**src/rtl/multicore_mem_pkg.sv**
```systemverilog
// Shared types and constants for the multicore memory arbiter.
package multicore_mem_pkg;

  typedef enum logic [1:0] {
    IDLE,
    BUSY,
    RESP
  } state_t;

  localparam int MEM_BYTES_DEFAULT = 1024;

  // Index width for N requesters, never narrower than one bit.
  function automatic int clog2_min1(input int n);
    return (n <= 2) ? 1 : $clog2(n);
  endfunction

endpackage

```
**src/rtl/multicore_mem_arbiter_rr_pick.sv**
```systemverilog
// Combinational round-robin winner search starting just after the last grant.
module rr_pick
  import multicore_mem_pkg::*;
#(
  parameter int N   = 2,
  parameter int IDW = clog2_min1(N)
) (
  input  logic [N-1:0]   req,
  input  logic [IDW-1:0] last,
  output logic [IDW-1:0] winner,
  output logic           any
);

  logic found;

  // Cores above the pointer take priority, then the search wraps to core 0.
  always_comb begin
    winner = '0;
    found  = 1'b0;
    any    = |req;
    for (int j = 0; j < N; j++) begin
      if (!found && req[j] && (j > int'(last))) begin
        found  = 1'b1;
        winner = IDW'(j);
      end
    end
    for (int j = 0; j < N; j++) begin
      if (!found && req[j] && (j <= int'(last))) begin
        found  = 1'b1;
        winner = IDW'(j);
      end
    end
  end

endmodule

```
**src/rtl/multicore_mem_arbiter.sv**
```systemverilog
// Round-robin arbiter sharing one valid/ready memory port between N picorv32 cores.
module multicore_mem_arbiter
  import multicore_mem_pkg::*;
#(
  parameter int N         = 2,
  parameter int IDW       = clog2_min1(N),
  parameter int MEM_BYTES = MEM_BYTES_DEFAULT
) (
  input  logic               clk,
  input  logic               reset,
  input  logic [N-1:0]       core_valid,
  input  logic [N-1:0]       core_instr,
  input  logic [N-1:0][31:0] core_addr,
  input  logic [N-1:0][31:0] core_wdata,
  input  logic [N-1:0][3:0]  core_wstrb,
  output logic [N-1:0]       core_ready,
  output logic [N-1:0][31:0] core_rdata,
  output logic               m_valid,
  output logic               m_instr,
  output logic [31:0]        m_addr,
  output logic [31:0]        m_wdata,
  output logic [3:0]         m_wstrb,
  input  logic               m_ready,
  input  logic [31:0]        m_rdata,
  output logic [IDW-1:0]     grant_id,
  output logic               busy
);

  localparam logic [IDW-1:0] LAST_RESET = IDW'(N - 1);
  localparam logic [31:0]    ADDR_LIMIT = 32'(MEM_BYTES);

  state_t         state;
  logic [IDW-1:0] last_grant;
  logic [IDW-1:0] pick;
  logic           pick_any;

  rr_pick #(
    .N   (N),
    .IDW (IDW)
  ) u_rr_pick (
    .req    (core_valid),
    .last   (last_grant),
    .winner (pick),
    .any    (pick_any)
  );

  always_ff @(posedge clk) begin
    if (reset) begin
      state      <= IDLE;
      last_grant <= LAST_RESET;
      grant_id   <= '0;
      busy       <= 1'b0;
      m_valid    <= 1'b0;
      m_instr    <= 1'b0;
      m_addr     <= '0;
      m_wdata    <= '0;
      m_wstrb    <= '0;
      core_ready <= '0;
      core_rdata <= '0;
    end else begin
      case (state)
        IDLE: begin
          if (pick_any) begin
            grant_id   <= pick;
            last_grant <= pick;
            busy       <= 1'b1;
            m_instr    <= core_instr[pick];
            m_addr     <= core_addr[pick];
            m_wdata    <= core_wdata[pick];
            m_wstrb    <= core_wstrb[pick];
            if (core_addr[pick] < ADDR_LIMIT) begin
              m_valid <= 1'b1;
              state   <= BUSY;
            end else begin
              // Outside the window: answer zero locally, the write is lost.
              core_rdata[pick] <= '0;
              state            <= RESP;
            end
          end
        end
        BUSY: begin
          if (m_ready) begin
            m_valid              <= 1'b0;
            core_rdata[grant_id] <= m_rdata;
            core_ready[grant_id] <= 1'b1;
            state                <= RESP;
          end
        end
        RESP: begin
          // Out-of-window grants arrive here without the pulse; issue it now.
          // Leaving through IDLE gives the served core a cycle to drop valid.
          if (|core_ready) begin
            core_ready <= '0;
            busy       <= 1'b0;
            state      <= IDLE;
          end else begin
            core_ready[grant_id] <= 1'b1;
          end
        end
        default: begin
          state <= IDLE;
        end
      endcase
    end
  end

endmodule

```
**config.mk**
```make
export PLATFORM = sky130hd
export DESIGN_NAME = multicore_mem_arbiter
export DESIGN_NICKNAME = d
export VERILOG_FILES = /design/src/rtl/multicore_mem_pkg.sv /design/src/rtl/multicore_mem_arbiter_rr_pick.sv /design/src/rtl/multicore_mem_arbiter.sv
export SDC_FILE = /design/constraint.sdc
export NUM_CORES = 1
export LEC_CHECK = 0
export BUFFER_PORTS_ARGS = -buffer_cell sky130_fd_sc_hd__buf_4
export CORE_AREA = 2 2 121 123
export DETAILED_ROUTE_END_ITERATION = 8
export DIE_AREA = 0 0 123 125
export PLACE_DENSITY_LB_ADDON = 0.25
export SYNTH_ARGS = -nofsm -noshare
export SYNTH_HDL_FRONTEND = slang
export SYNTH_HIERARCHICAL = 1
export SYNTH_SLANG_ARGS = --single-unit
```
**constraint.sdc**
```tcl
create_clock -name clk -period 3.4 [get_ports clk]
set_clock_uncertainty 0.05 [all_clocks]
set_input_delay 0.34 -clock clk [delete_from_list [all_inputs] [get_ports clk]]
set_output_delay 0.34 -clock clk [all_outputs]
set_load 0.05 [all_outputs]
```
==> Word-level counts from Yosys, hierarchy flattened <==
Index checks and enable logic that the tools add are counted.
{ "op_classes": {"magnitude_cmp": 7, "n_eq_ne": 7, "muxes": 38, "bitwise_logic": 3, "n_reduce_logical": 20} }
{ "ops": {"columns": ["operator", "n"], "rows": [
  ["$mux 32", 6],
  ["$mux 64", 3],
  ["$pmux 64 s2", 1],
  ["$and 64x64->64", 1],
  ["$bwmux 64", 1],
  ["$demux 32 s1", 2],
  ["$not 64->64", 1],
  ["$lt 32x11->1 const B", 1],
  ["$mux 1", 12],
  ["$mux 2", 6],
  ["$ne 2x2->1 const B", 5],
  ["$mux 4", 2],
  ["$reduce_and 4->1", 2],
  ["$logic_and 1x1->1", 6],
  ["$pmux 2 s3", 1],
  ["$reduce_and 3->1", 2],
  ["$reduce_bool 2->1", 3],
  ["$lt 1x2->1 const B", 2],
  ["$pmux 1 s2", 2],
  ["$pmux 2 s2", 1],
  ["$reduce_and 2->1", 2],
  ["$reduce_or 2->1", 2],
  ["$eq 2x1->1 const B", 1],
  ["$eq 2x2->1 const B", 1],
  ["7 further kinds", 9]
]} }
{ "word_totals": {"ff_bits": 141, "inputBits": 175, "output_inout_bits": 138, "elab_cells": 87} }

==> Logic depth before layout (Yosys ltp) <==
Gate-level depths: netlist of run 1.
{ "logic_depth": {"word_depth": 19, "ltp_mapped": 8, "depth_no_buf": 5} }

==> Modules after synthesis <==
The synthesis of run 1 kept the hierarchy.
{ "by_module_without_submodules": {"columns": ["mod", "n_inst", "cells_each", "area_each_um2", "seq_area_each_um2"], "rows": [
  ["multicore_mem_arbiter", 1, 678, 6546.3, 2822.7],
  ["rr_pick", 1, 2, 13.8, 0.0]
]} }

==> Least setup slack after synthesis of run 1 <==
No wires, ideal clock.
{ "synth_timing": {"path_kind": "register to register", "startpoint": "register grant_id", "endpoint": "register core_rdata[63] in the netlist's numbering", "arrival_ns": 1.851, "path_slack_ns": 1.411, "path_stages_with_launch": 6, "n_path_buf": 1, "cell_sequence": "dfxtp_1 inv_1 nor3_4 buf_6 a31oi_1 a311oi_2"} }
{ "synth_between": {"elab_chain_cells": 7} }
{ "synth_rtl": {"columns": ["item", "line_no", "source"], "rows": [
  ["start: declaration", "multicore_mem_arbiter.sv:25", "output logic [IDW-1:0] grant_id,"],
  ["start signal: assignment", "multicore_mem_arbiter.sv:64", "grant_id <= pick;"],
  ["$lt 1x2->1 (not written as such) / $ge 1x1->1 (equally long branches)", "multicore_mem_arbiter.sv:84", "core_rdata[grant_id] <= m_rdata;"],
  ["$logic_and 1x1->1 (not written as such)", "multicore_mem_arbiter.sv:84", null],
  ["$mux 32 (not written as such)", "multicore_mem_arbiter.sv:84", null],
  ["$demux 32 s1 (*)", "multicore_mem_arbiter.sv:84", null],
  ["$bwmux 64 (*)", "multicore_mem_arbiter.sv:84", null],
  ["$mux 64 (*)", "multicore_mem_arbiter.sv:82", "if (m_ready) begin"],
  ["$pmux 64 s2 (*)", "multicore_mem_arbiter.sv:61", "case (state)"],
  ["end signal: indexed assignment", "multicore_mem_arbiter.sv:84", null],
  ["end: declaration", "multicore_mem_arbiter.sv:17", "output logic [N-1:0][31:0] core_rdata,"]
]} }
Mark *: on every way between the ends. The rest lies on a longest branch, timed or not. The select of a mux whose other input is x is not followed.
A chain may end at the register's enable or synchronous reset.

==> Final worst setup path of run 1 <==
{ "layout_timing": {"startpoint": "register last_grant", "endpoint": "register core_rdata[49] in the netlist's numbering"} }
{ "layout_between": {"elab_chain_cells": 19} }
{ "layout_rtl": {"columns": ["item", "line_no", "source"], "rows": [
  ["start: declaration", "multicore_mem_arbiter.sv:33", "logic [IDW-1:0] last_grant;"],
  ["start signal: assignment", "multicore_mem_arbiter.sv:65", "last_grant <= pick;"],
  ["$gt 1x1->1", "multicore_mem_arbiter_rr_pick.sv:22", "if (!found && req[j] && (j > int'(last))) begin"],
  ["$logic_and 1x1->1", "multicore_mem_arbiter_rr_pick.sv:22", null],
  ["$mux 1", "multicore_mem_arbiter_rr_pick.sv:22", null],
  ["$logic_not 1->1", "multicore_mem_arbiter_rr_pick.sv:28", "if (!found && req[j] && (j <= int'(last))) begin"],
  ["$logic_and 1x1->1", "multicore_mem_arbiter_rr_pick.sv:28", null],
  ["$mux 1", "multicore_mem_arbiter_rr_pick.sv:28", null],
  ["$logic_not 1->1", "multicore_mem_arbiter_rr_pick.sv:28", null],
  ["$logic_and 1x1->1 (2 in a row)", "multicore_mem_arbiter_rr_pick.sv:28", null],
  ["$mux 1 (*)", "multicore_mem_arbiter_rr_pick.sv:28", null],
  ["via pick", "multicore_mem_arbiter.sv:34", "logic [IDW-1:0] pick;"],
  ["branches (longest 9 deep; another with $lt 32x11->1)", null, null]
]} }
Mark *: on every way through the listed nets, which the timed path passes. The select of a mux whose other input is x is not followed.

==> impl_metrics.json, run 1 <==
{
  "status": "finished clean",
  "cp.arrival_ns": 2.65,
  "grt_usage_pct": 25.8,
  "synthFlopType": "dfxtp_1",
  "min_path_type": "input port to flop",
  "fmax_mhz": 420,
  "pin_count": 313,
  "rsz0062_at_grt": "false",
  "post_cts_buffers": 0,
  "grt_start_max_net_pins": 100,
  "start_util_pct": 46.2,
  "cts_resized": 0,
  "syn_nets": 855,
  "vias": 6457,
  "path_class": "flop to flop",
  "cts.clk_slew.worst_paths_ns": 0.06,
  "start_kind": "flop",
  "clock_latency_ns": 0.42,
  "final_hold_viol_count": 0,
  "finalCriticalPeriod_ns": 2.38,
  "die_w_um": 123,
  "timing.hold.ws_ns": 0.0992,
  "cts_max_level": 4,
  "drive_gt1_share_pct": 41.4,
  "firstDrtPassIters": 5,
  "area_growth_pct": 45.5,
  "synth_edf_count": 0,
  "p_sw_w": 0.00148,
  "crit_path_max_fanout": 67,
  "pre_cts_ws_ns": 0.898,
  "drt_iter0_markers": 472,
  "timing.slew.headroom_pct": 35.5,
  "yosysWarnings": 6,
  "powerDensity_nw_per_um2": 507,
  "yosysSeqAreaShare_pct": 43.0,
  "drv_slew": 0,
  "rr_worst_depth": 6,
  "cts_sinks": 141,
  "wl_mm": 20.3,
  "hpwl_mm": 14.2,
  "layout_setup_ws_ns": 1.02,
  "cts.path.max_buffers": 2,
  "seq_power_share_pct": 37.5,
  "wl_per_cell_um": 17.8,
  "cts_tree": "done",
  "antenna_found_initial": 0,
  "max_cap_violations": 0,
  "grt_pass1_wl_mm": 31.2,
  "drc": 0,
  "final-setup-viol-count": 0,
  "cp-end-kind": "flop",
  "holdPathStages": 2,
  "cp-endpoint": "core_rdata[49]",
  "grt_pass1_vias": 6019,
  "placementRows": 44,
  "dieArea_um2": 15400,
  "syn_avg_cell_area_um2": 9.65,
  "async_reset_ff_share_pct": 0,
  "placed_cells": 1108,
  "tns_ns": 0,
  "netlist_area_um2": 6560,
  "cp-startpoint": "last_grant",
  "worstMarginPinSlew_ns": 0.968,
  "synth_cell_types": 37,
  "final_nets": 1118,
  "die_y_um": 125,
  "numCtsBuffers": 17,
  "holdBufCountCts": 0,
  "p_comb_share_pct": 22.9,
  "p_int_w": 0.00336,
  "grt_overflow": 0,
  "rrSetupSlack_ns": 1.02,
  "syn_inst": 680,
  "place_congestion": 0.844,
  "diodes": 0,
  "fin_cells": 1139,
  "required_ns": 3.67,
  "switching_share_pct": 30.6,
  "regToRegEndpoint": "core_rdata[49]",
  "power.share.clock_pct": 39.6,
  "finalCritPeriodShare_pct": 70.1,
  "cts_root_buf": "clkbuf_16",
  "viasPerCell": 5.67,
  "fp.coreArea_um2": 14200,
  "numPortBuffers": 312,
  "ys_ff_latch": 141,
  "reg2reg_from": "last_grant",
  "leakage_nw": 3.83,
  "ant_nets": 0,
  "ir_drop_mv": 0.331
}
cell type report:
class                   instances  area, um2
clock buffers                  21        470
clock inverters                10        138
fillers                      1157       4660
inverters                       2       7.51
multi-input cells             456       3340
flip-flops and latches        141       2820
well taps                     184        230
repair buffers                325       2540
placed cells by master, fill, tap and decap left out, types with 6 or more instances in the layout:
cell type,Yosys,layout
buf_4,1,317
dfxtp_1,141,141
nor2_1,78,77
mux2i_1,69,69
a211oi_1,69,69
nand3_1,65,65
a31oi_1,64,64
a311oi_1,34,34
a311oi_2,30,30
clkbuf_16,0,17
buf_12,0,8
nor4_1,6,6
registers in the layout, indices dropped and copies added (netlist names):
| register | count |
|---|---|
| busy | 1 |
| core_rdata | 64 |
| core_ready | 2 |
| grant_id | 1 |
| last_grant | 1 |
| m_addr | 32 |
| m_instr | 1 |
| m_valid | 1 |
| m_wdata | 32 |
| m_wstrb | 4 |
| state | 2 |
per-layer routing:
layer / share of wire, % / vias up / GRT usage (%) / wire length [um]
li1: - / 3175 / - / -
met1: 40 / 2955 / 32.2 / 8170
met2: 49 / 280 / 41.7 / 10000
met3: 6.8 / 47 / 6.25 / 1370
met4: 3.5 / 0 / 12.0 / 717
met5: 0 / - / 0 / 0
power by group through the flow:
stage / logic, W / registers (W) / clock network (W)
final: 0.00111 / 0.00181 / 0.00192
after CTS: 0.00111 / 0.00181 / 0.00194
after global placement: 0.00111 / 0.00184 / 0
after floorplan: 0.000368 / 0.00216 / 0
after global routing: 0.00118 / 0.00183 / 0.00201
after detailed placement: 0.00111 / 0.00185 / 0
synthesized netlist by cell type, types with 5 or more instances:
master	n	area, um2
a31oi_1	64	400
mux2i_1	69	691
nand3_1	65	325
buf_6	11	124
a211oi_1	69	518
nor2_1	78	293
nand2_1	5	18.8
buf_2	26	130
nor4_1	6	37.5
clkbuf_1	39	146
a311oi_2	30	450
a311oi_1	34	298
dfxtp_1	141	2820
cell families (layout without fill, tap and decap cells):
group / Yosys count / in the layout / share of synthesized area [%]
mux: 70 / 70 / 10.7
flops: 141 / 141 / 43.0
simple gates: 176 / 176 / 12.9
compound gates: 210 / 210 / 26.8
buf+inv: 83 / 358 / 6.56
how the worst min path moves through the flow:
stage	from	endpoint	slack, ns
floorplan	last_grant	last_grant	0.39
finish	m_ready	state[0]	0.1
global placement	busy	busy	0.40
global route	m_ready	state[0]	0.1
detailed placement	busy	busy	0.41
CTS	m_ready	state[0]	0.08
critical path, stage by stage, from the launching register on:
cell,delay (ns)
dfxtp_1,0.33
a21boi_4,0.61
nor4b_1,0.31
nand4_1,0.13
a22o_2,0.30
buf_12,0.22
a311oi_1,0.29
metrics by stage:
stage	utilization [%]	area, um2	power (W)
2_1_floorplan	-	6560	0.00253
3_3_place_gp	62.9	8940	0.00295
3_5_place_dp	62.9	8940	0.00296
4_1_cts	67.2	9550	0.00487
5_1_grt	67.2	9550	0.00501
6_report	67.2	9550	0.00484
No activity file was read; power rests on OpenSTA's default activity.
==> run 2, diff against run 1 <==
- CORE_AREA: 2 2 121 123 -> not set
- CORE_MARGIN: not set -> 2
- CORE_UTILIZATION: not set -> 47
- DIE_AREA: 0 0 123 125 -> not set
- clock period: 3.4 -> 2.5 ns (I/O delays scaled with it)
==> run 2 against run 1 <==
Sequential cell count did not move. First-iteration DRC count rose by 30%. Die area fell by 3.0%. Cell count barely moved. Global-route usage rose by 0.36 points. Critical endpoint is now core_rdata[45]. Largest cell class unchanged. Clock-buffer cell count rose by 2. Critical path type unchanged. Clock power rose by 29%.
==> impl_metrics.json, run 2 (same netlist as run 1, synthesis figures left out) <==
{
  "status": "finished clean",
  "die_y_um": 122,
  "cts_max_level": 4,
  "drive_gt1_share_pct": 41.5,
  "path_class": "flop to flop",
  "rsz0062_at_grt": "false",
  "crit_buf_inv": 1,
  "final_common_cell": "buf_4",
  "crit_chain": "a21boi_4 -> nor4b_1 -> nand4_1 -> a22o_2 -> buf_12 -> a311oi_1",
  "clock_latency_ns": 0.41,
  "cts_tree": "done",
  "grt_start_max_net_pins": 73,
  "p_sw_w": 0.00197,
  "pin_count": 313,
  "met3_usage_pct": 6.18,
  "crit_path_top_delay_cell": "a21boi_4",
  "cts_resized": 0,
  "diodes": 0,
  "crit_path_max_fanout": 67,
  "power.share.clock_pct": 38.3,
  "hold_end": "core_rdata[46]",
  "globalRouteMet1Util_pct": 31.9,
  "holdBufCountCts": 1,
  "start_kind": "flop",
  "cts_root_buf": "clkbuf_16",
  "seq_power_share_pct": 38.1,
  "regMostFlops": "core_rdata",
  "final_hold_viol_count": 0,
  "grt_pass1_vias": 5775,
  "ant_nets": 0,
  "wl_mm": 20.3,
  "regToRegEndpoint": "core_rdata[45]",
  "area_growth_pct": 46.1,
  "drc": 0,
  "place_congestion": 0.909,
  "vias": 6539,
  "min-delay-start": "m_rdata[14]",
  "grt.busiest_layer": "met2",
  "numCtsBuffers": 17,
  "grt_usage_pct": 26.2,
  "timing.slew.headroom_pct": 39.6,
  "hpwl_mm": 14.2,
  "drt_iter0_markers": 614,
  "ir_drop_mv": 0.398,
  "rr_worst_depth": 6,
  "final-setup-viol-count": 0,
  "dieArea_um2": 14900,
  "powerDensity_nw_per_um2": 675,
  "layout_common_cells": "320 x buf_4, 141 x dfxtp_1, 77 x nor2_1",
  "max_cap_violations": 0,
  "place_area_um2": 9000,
  "firstDrtPassIters": 7,
  "rrSetupSlack_ns": 0.39,
  "tns_ns": 0,
  "numPortBuffers": 312,
  "critical-path-top-delay-family": "compound AO/OA/AOI/OAI gates",
  "cp.arrival_ns": 2.37,
  "placementRows": 43,
  "post_cts_buffers": 0,
  "largest_registers": "core_rdata (64), m_addr (32), m_wdata (32)",
  "fmax_mhz": 474,
  "drv_slew": 0,
  "required_ns": 2.76,
  "cts.path.max_buffers": 2,
  "p_comb_share_pct": 23.6,
  "grt_pass1_wl_mm": 30.6,
  "fp.coreArea_um2": 13800,
  "viasPerCell": 5.74,
  "cp-end-kind": "flop",
  "final_nets": 1124,
  "reg2reg_from": "last_grant",
  "leakage_nw": 3.85,
  "finalCritPeriodShare_pct": 84.4,
  "min_path_type": "input port to flop",
  "switching_share_pct": 30.5,
  "cts_sinks": 141,
  "p_int_w": 0.00449,
  "antenna_found_initial": 0,
  "holdPathStages": 3,
  "start_util_pct": 47.6,
  "worstMarginPinSlew_ns": 0.907,
  "grt_overflow": 0,
  "slowest_delay_ns": 0.36,
  "grt_use_met2_pct": 44.1,
  "die_w_um": 122,
  "wl_per_cell_um": 17.8,
  "finalCriticalPeriod_ns": 2.11,
  "largest_reg_flops": 64,
  "cts.clk_slew.worst_paths_ns": 0.06,
  "postLayoutCellArea_um2": 9580
}
## run 2: how the worst max path moves through the flow
stage	startpoint	endpoint	slack, ns	cells past startpoint
2_1_floorplan	grant_id	core_rdata[63]	0.51	5
3_3_place_gp	core_valid[0]	state[0]	0.45	7
3_5_place_dp	core_valid[0]	core_rdata[45]	0.38	7
4_1_cts	last_grant	core_rdata[45]	0.41	6
5_1_grt	last_grant	core_rdata[37]	0.26	6
6_report	last_grant	core_rdata[45]	0.39	6
## run 2: through the flow
stage / total power (W) / utilization, % / std cells / hold WS (ns) / setup WS [ns]
global placement: 0.00402 / 65.3 / 1109 / 0.394 / 0.448
global route: 0.00671 / 69.6 / 1140 / 0.0858 / 0.259
finish: 0.00647 / 69.6 / 1140 / 0.0973 / 0.391
detailed placement: 0.00404 / 65.3 / 1109 / 0.415 / 0.380
CTS: 0.00650 / 69.6 / 1140 / 0.0775 / 0.408
floorplan: 0.00344 / - / 680 / 0.299 / 0.511
## run 2: routing by layer
metal | share of wire [%] | wire length, um | vias to the layer above
met2 | 50 | 10200 | 275
li1 | - | - | 3183
met1 | 40 | 8100 | 3044
met4 | 3.1 | 622 | 0
met5 | 0 | 0 | -
met3 | 6.8 | 1380 | 37
## run 2: tightest hold or removal path, cell delays in order
cell      delay [ns]
buf_4           0.12
nand3_1         0.06
a311oi_1        0.08
## run 2: cell type report
cell class / count / area [um2]
clock buffers: 23 / 488
clock inverters: 7 / 87.6
fillers: 1107 / 4190
inverters: 2 / 7.51
multi-input cells: 456 / 3340
flip-flops and latches: 141 / 2820
well taps: 180 / 225
repair buffers: 331 / 2610
## run 2: power groups by stage
stage / Clock [W] / Combinational [W] / Sequential [W]
after floorplan: 0 / 0.000501 / 0.00294
final: 0.00248 / 0.00153 / 0.00246
after global routing: 0.00262 / 0.00161 / 0.00248
after global placement: 0 / 0.00152 / 0.00250
after CTS: 0.00251 / 0.00153 / 0.00246
after detailed placement: 0 / 0.00153 / 0.00251
==> run 3, diff against run 2 <==
- clock period: 2.5 -> 2.2 ns (I/O delays scaled with it)
==> run 3 against run 2 <==
Register-to-register slack worse by 0.24 ns. First-iteration DRC count is 3.9% lower. Largest power group unchanged. Via count is 0.86% lower. Hold slack worse by 0.033 ns. Sequential share of layout area hardly changed. Non-clock buffer count is 1 lower. Routed wire length hardly changed. Clock power is 17% higher. Combinational power is 15% higher. Die area stayed put.
==> impl_metrics.json, run 3 (same netlist as run 1, synthesis figures left out) <==
{
  "cts_root_buf": "clkbuf_16",
  "layout_common_cells": "320 x buf_4, 141 x dfxtp_1, 77 x nor2_1",
  "p_sw_w": 0.00225,
  "fp.coreArea_um2": 13800,
  "finalCritPeriodShare_pct": 93.1,
  "cts_sinks": 141,
  "ant_nets": 0,
  "vias": 6483,
  "largest_registers": "core_rdata (64), m_addr (32), m_wdata (32)",
  "dieArea_um2": 14900,
  "post_cts_buffers": 0,
  "holdPathStages": 3,
  "cts_max_level": 4,
  "power.share.clock_pct": 39.0,
  "placementRows": 43,
  "grt_usage_pct": 26.5,
  "tns_ns": 0,
  "leakage_nw": 3.86,
  "diodes": 0,
  "max_cap_violations": 0,
  "critical-path-top-delay-family": "compound AO/OA/AOI/OAI gates",
  "cts.clk_slew.worst_paths_ns": 0.06,
  "drt_iter0_markers": 590,
  "area_growth_pct": 46.3,
  "largest_reg_flops": 64,
  "wl_mm": 20.3,
  "ir_drop_mv": 0.542,
  "drive_gt1_share_pct": 41.5,
  "die_y_um": 122,
  "finalCriticalPeriod_ns": 2.05,
  "final_nets": 1123,
  "seq_area_um2": 2820,
  "start_kind": "flop",
  "grt_overflow": 0,
  "viasPerCell": 5.69,
  "required_ns": 2.47,
  "p_comb_share_pct": 23.6,
  "fmax_mhz": 488,
  "reg2reg_from": "last_grant",
  "regToRegEndpoint": "core_rdata[26]",
  "rrSetupSlack_ns": 0.15,
  "multiInputGateArea_um2": 3340,
  "final_common_cell": "buf_4",
  "crit_cells": 6,
  "hold_end": "core_rdata[38]",
  "numPortBuffers": 312,
  "min-delay-start": "m_rdata[6]",
  "hpwl_mm": 14.0,
  "grt_pass1_wl_mm": 30.9,
  "min_path_type": "input port to flop",
  "cp-end-kind": "flop",
  "final_hold_viol_count": 0,
  "status": "finished clean",
  "timing.slew.headroom_pct": 53.3,
  "cts_tree": "done",
  "clock_latency_ns": 0.41,
  "switching_share_pct": 30.1,
  "antenna_found_initial": 0,
  "rsz0062_at_grt": "false",
  "slowest_delay_ns": 0.33,
  "cts_resized": 0,
  "firstDrtPassIters": 5,
  "numCtsBuffers": 17,
  "wl_per_cell_um": 17.8,
  "drc": 0,
  "path_class": "flop to flop",
  "n_fill_cell": 1139,
  "crit_path_top_delay_cell": "dfxtp_1",
  "final-setup-viol-count": 0,
  "powerDensity_nw_per_um2": 779,
  "seq_power_share_pct": 37.4,
  "crit_chain": "a21boi_4 -> nor4b_1 -> nand4_1 -> a22o_2 -> buf_12 -> a311oi_1",
  "rr_worst_depth": 6,
  "cts.path.max_buffers": 2,
  "p_int_w": 0.00522,
  "cp.arrival_ns": 2.32,
  "drv_slew": 0,
  "grt_start_max_net_pins": 142,
  "holdBufCountCts": 1,
  "place_congestion": 0.886,
  "start_util_pct": 47.6,
  "crit_buf_inv": 1,
  "die_w_um": 122,
  "timing.hold.ws_ns": 0.0644,
  "crit_path_max_fanout": 67,
  "grt_pass1_vias": 6118,
  "regMostFlops": "core_rdata",
  "worstMarginPinSlew_ns": 0.700,
  "pin_count": 313
}
run 3: cell count changes in the layout (fill, tap and decap cells not counted):
| cell | delta |
|---|---|
| buf_12 | -1 |
| clkbuf_8 | +3 |
| clkinv_2 | -2 |
run 3: per-layer routing:
layer  global-route usage [%]  vias up  part of all wire (%)
met4                     11.7        0                   3.1
li1                         -     3190                     -
met3                     6.74       40                   6.9
met1                     31.7     2998                    40
met5                        0        -                     0
met2                     44.8      255                    50
run 3: how the worst max path moves through the flow:
stage                       start        endpoint  slack [ns]
floorplan                grant_id  core_rdata[63]        0.21
global placement    core_valid[0]         m_valid        0.28
detailed placement     last_grant  core_rdata[60]        0.19
CTS                    last_grant  core_rdata[26]        0.16
global route           last_grant  core_rdata[60]        0.09
finish                 last_grant  core_rdata[26]        0.15
run 3: cell type report:
cell class | count | area share [%]
clock buffer | 26 | 5.52
sequential | 141 | 29.4
clock inverter | 5 | 0.809
inverter | 2 | 0.0782
multi-input combinational | 456 | 34.8
timing repair buffer | 330 | 27.0
tap | 180 | 2.35
run 3: worst reg2reg max path, stage by stage (launching register included):
cell	delay, ns
dfxtp_1	0.33
a21boi_4	0.27
nor4b_1	0.31
nand4_1	0.14
a22o_2	0.30
buf_12	0.22
a311oi_1	0.34
run 3: metrics by stage:
stage | total power [W] | cells | instance area, um2 | utilization, % | worst slack [ns]
floorplan | 0.00391 | 680 | 6560 | - | 0.211
global placement | 0.00459 | 1108 | 8980 | 65.2 | 0.283
detailed placement | 0.00460 | 1108 | 8980 | 65.2 | 0.195
CTS | 0.00751 | 1140 | 9590 | 69.7 | 0.160
global route | 0.00772 | 1140 | 9590 | 69.7 | 0.0921
finish | 0.00747 | 1140 | 9590 | 69.7 | 0.152
run 3: power by group through the flow:
| stage | clock [W] | combinational [W] | sequential, W |
|---|---|---|---|
| after global placement | 0 | 0.00175 | 0.00284 |
| after floorplan | 0 | 0.000569 | 0.00334 |
| final | 0.00291 | 0.00176 | 0.00279 |
| after CTS | 0.00295 | 0.00177 | 0.00279 |
| after detailed placement | 0 | 0.00176 | 0.00284 |
| after global routing | 0.00305 | 0.00186 | 0.00281 |
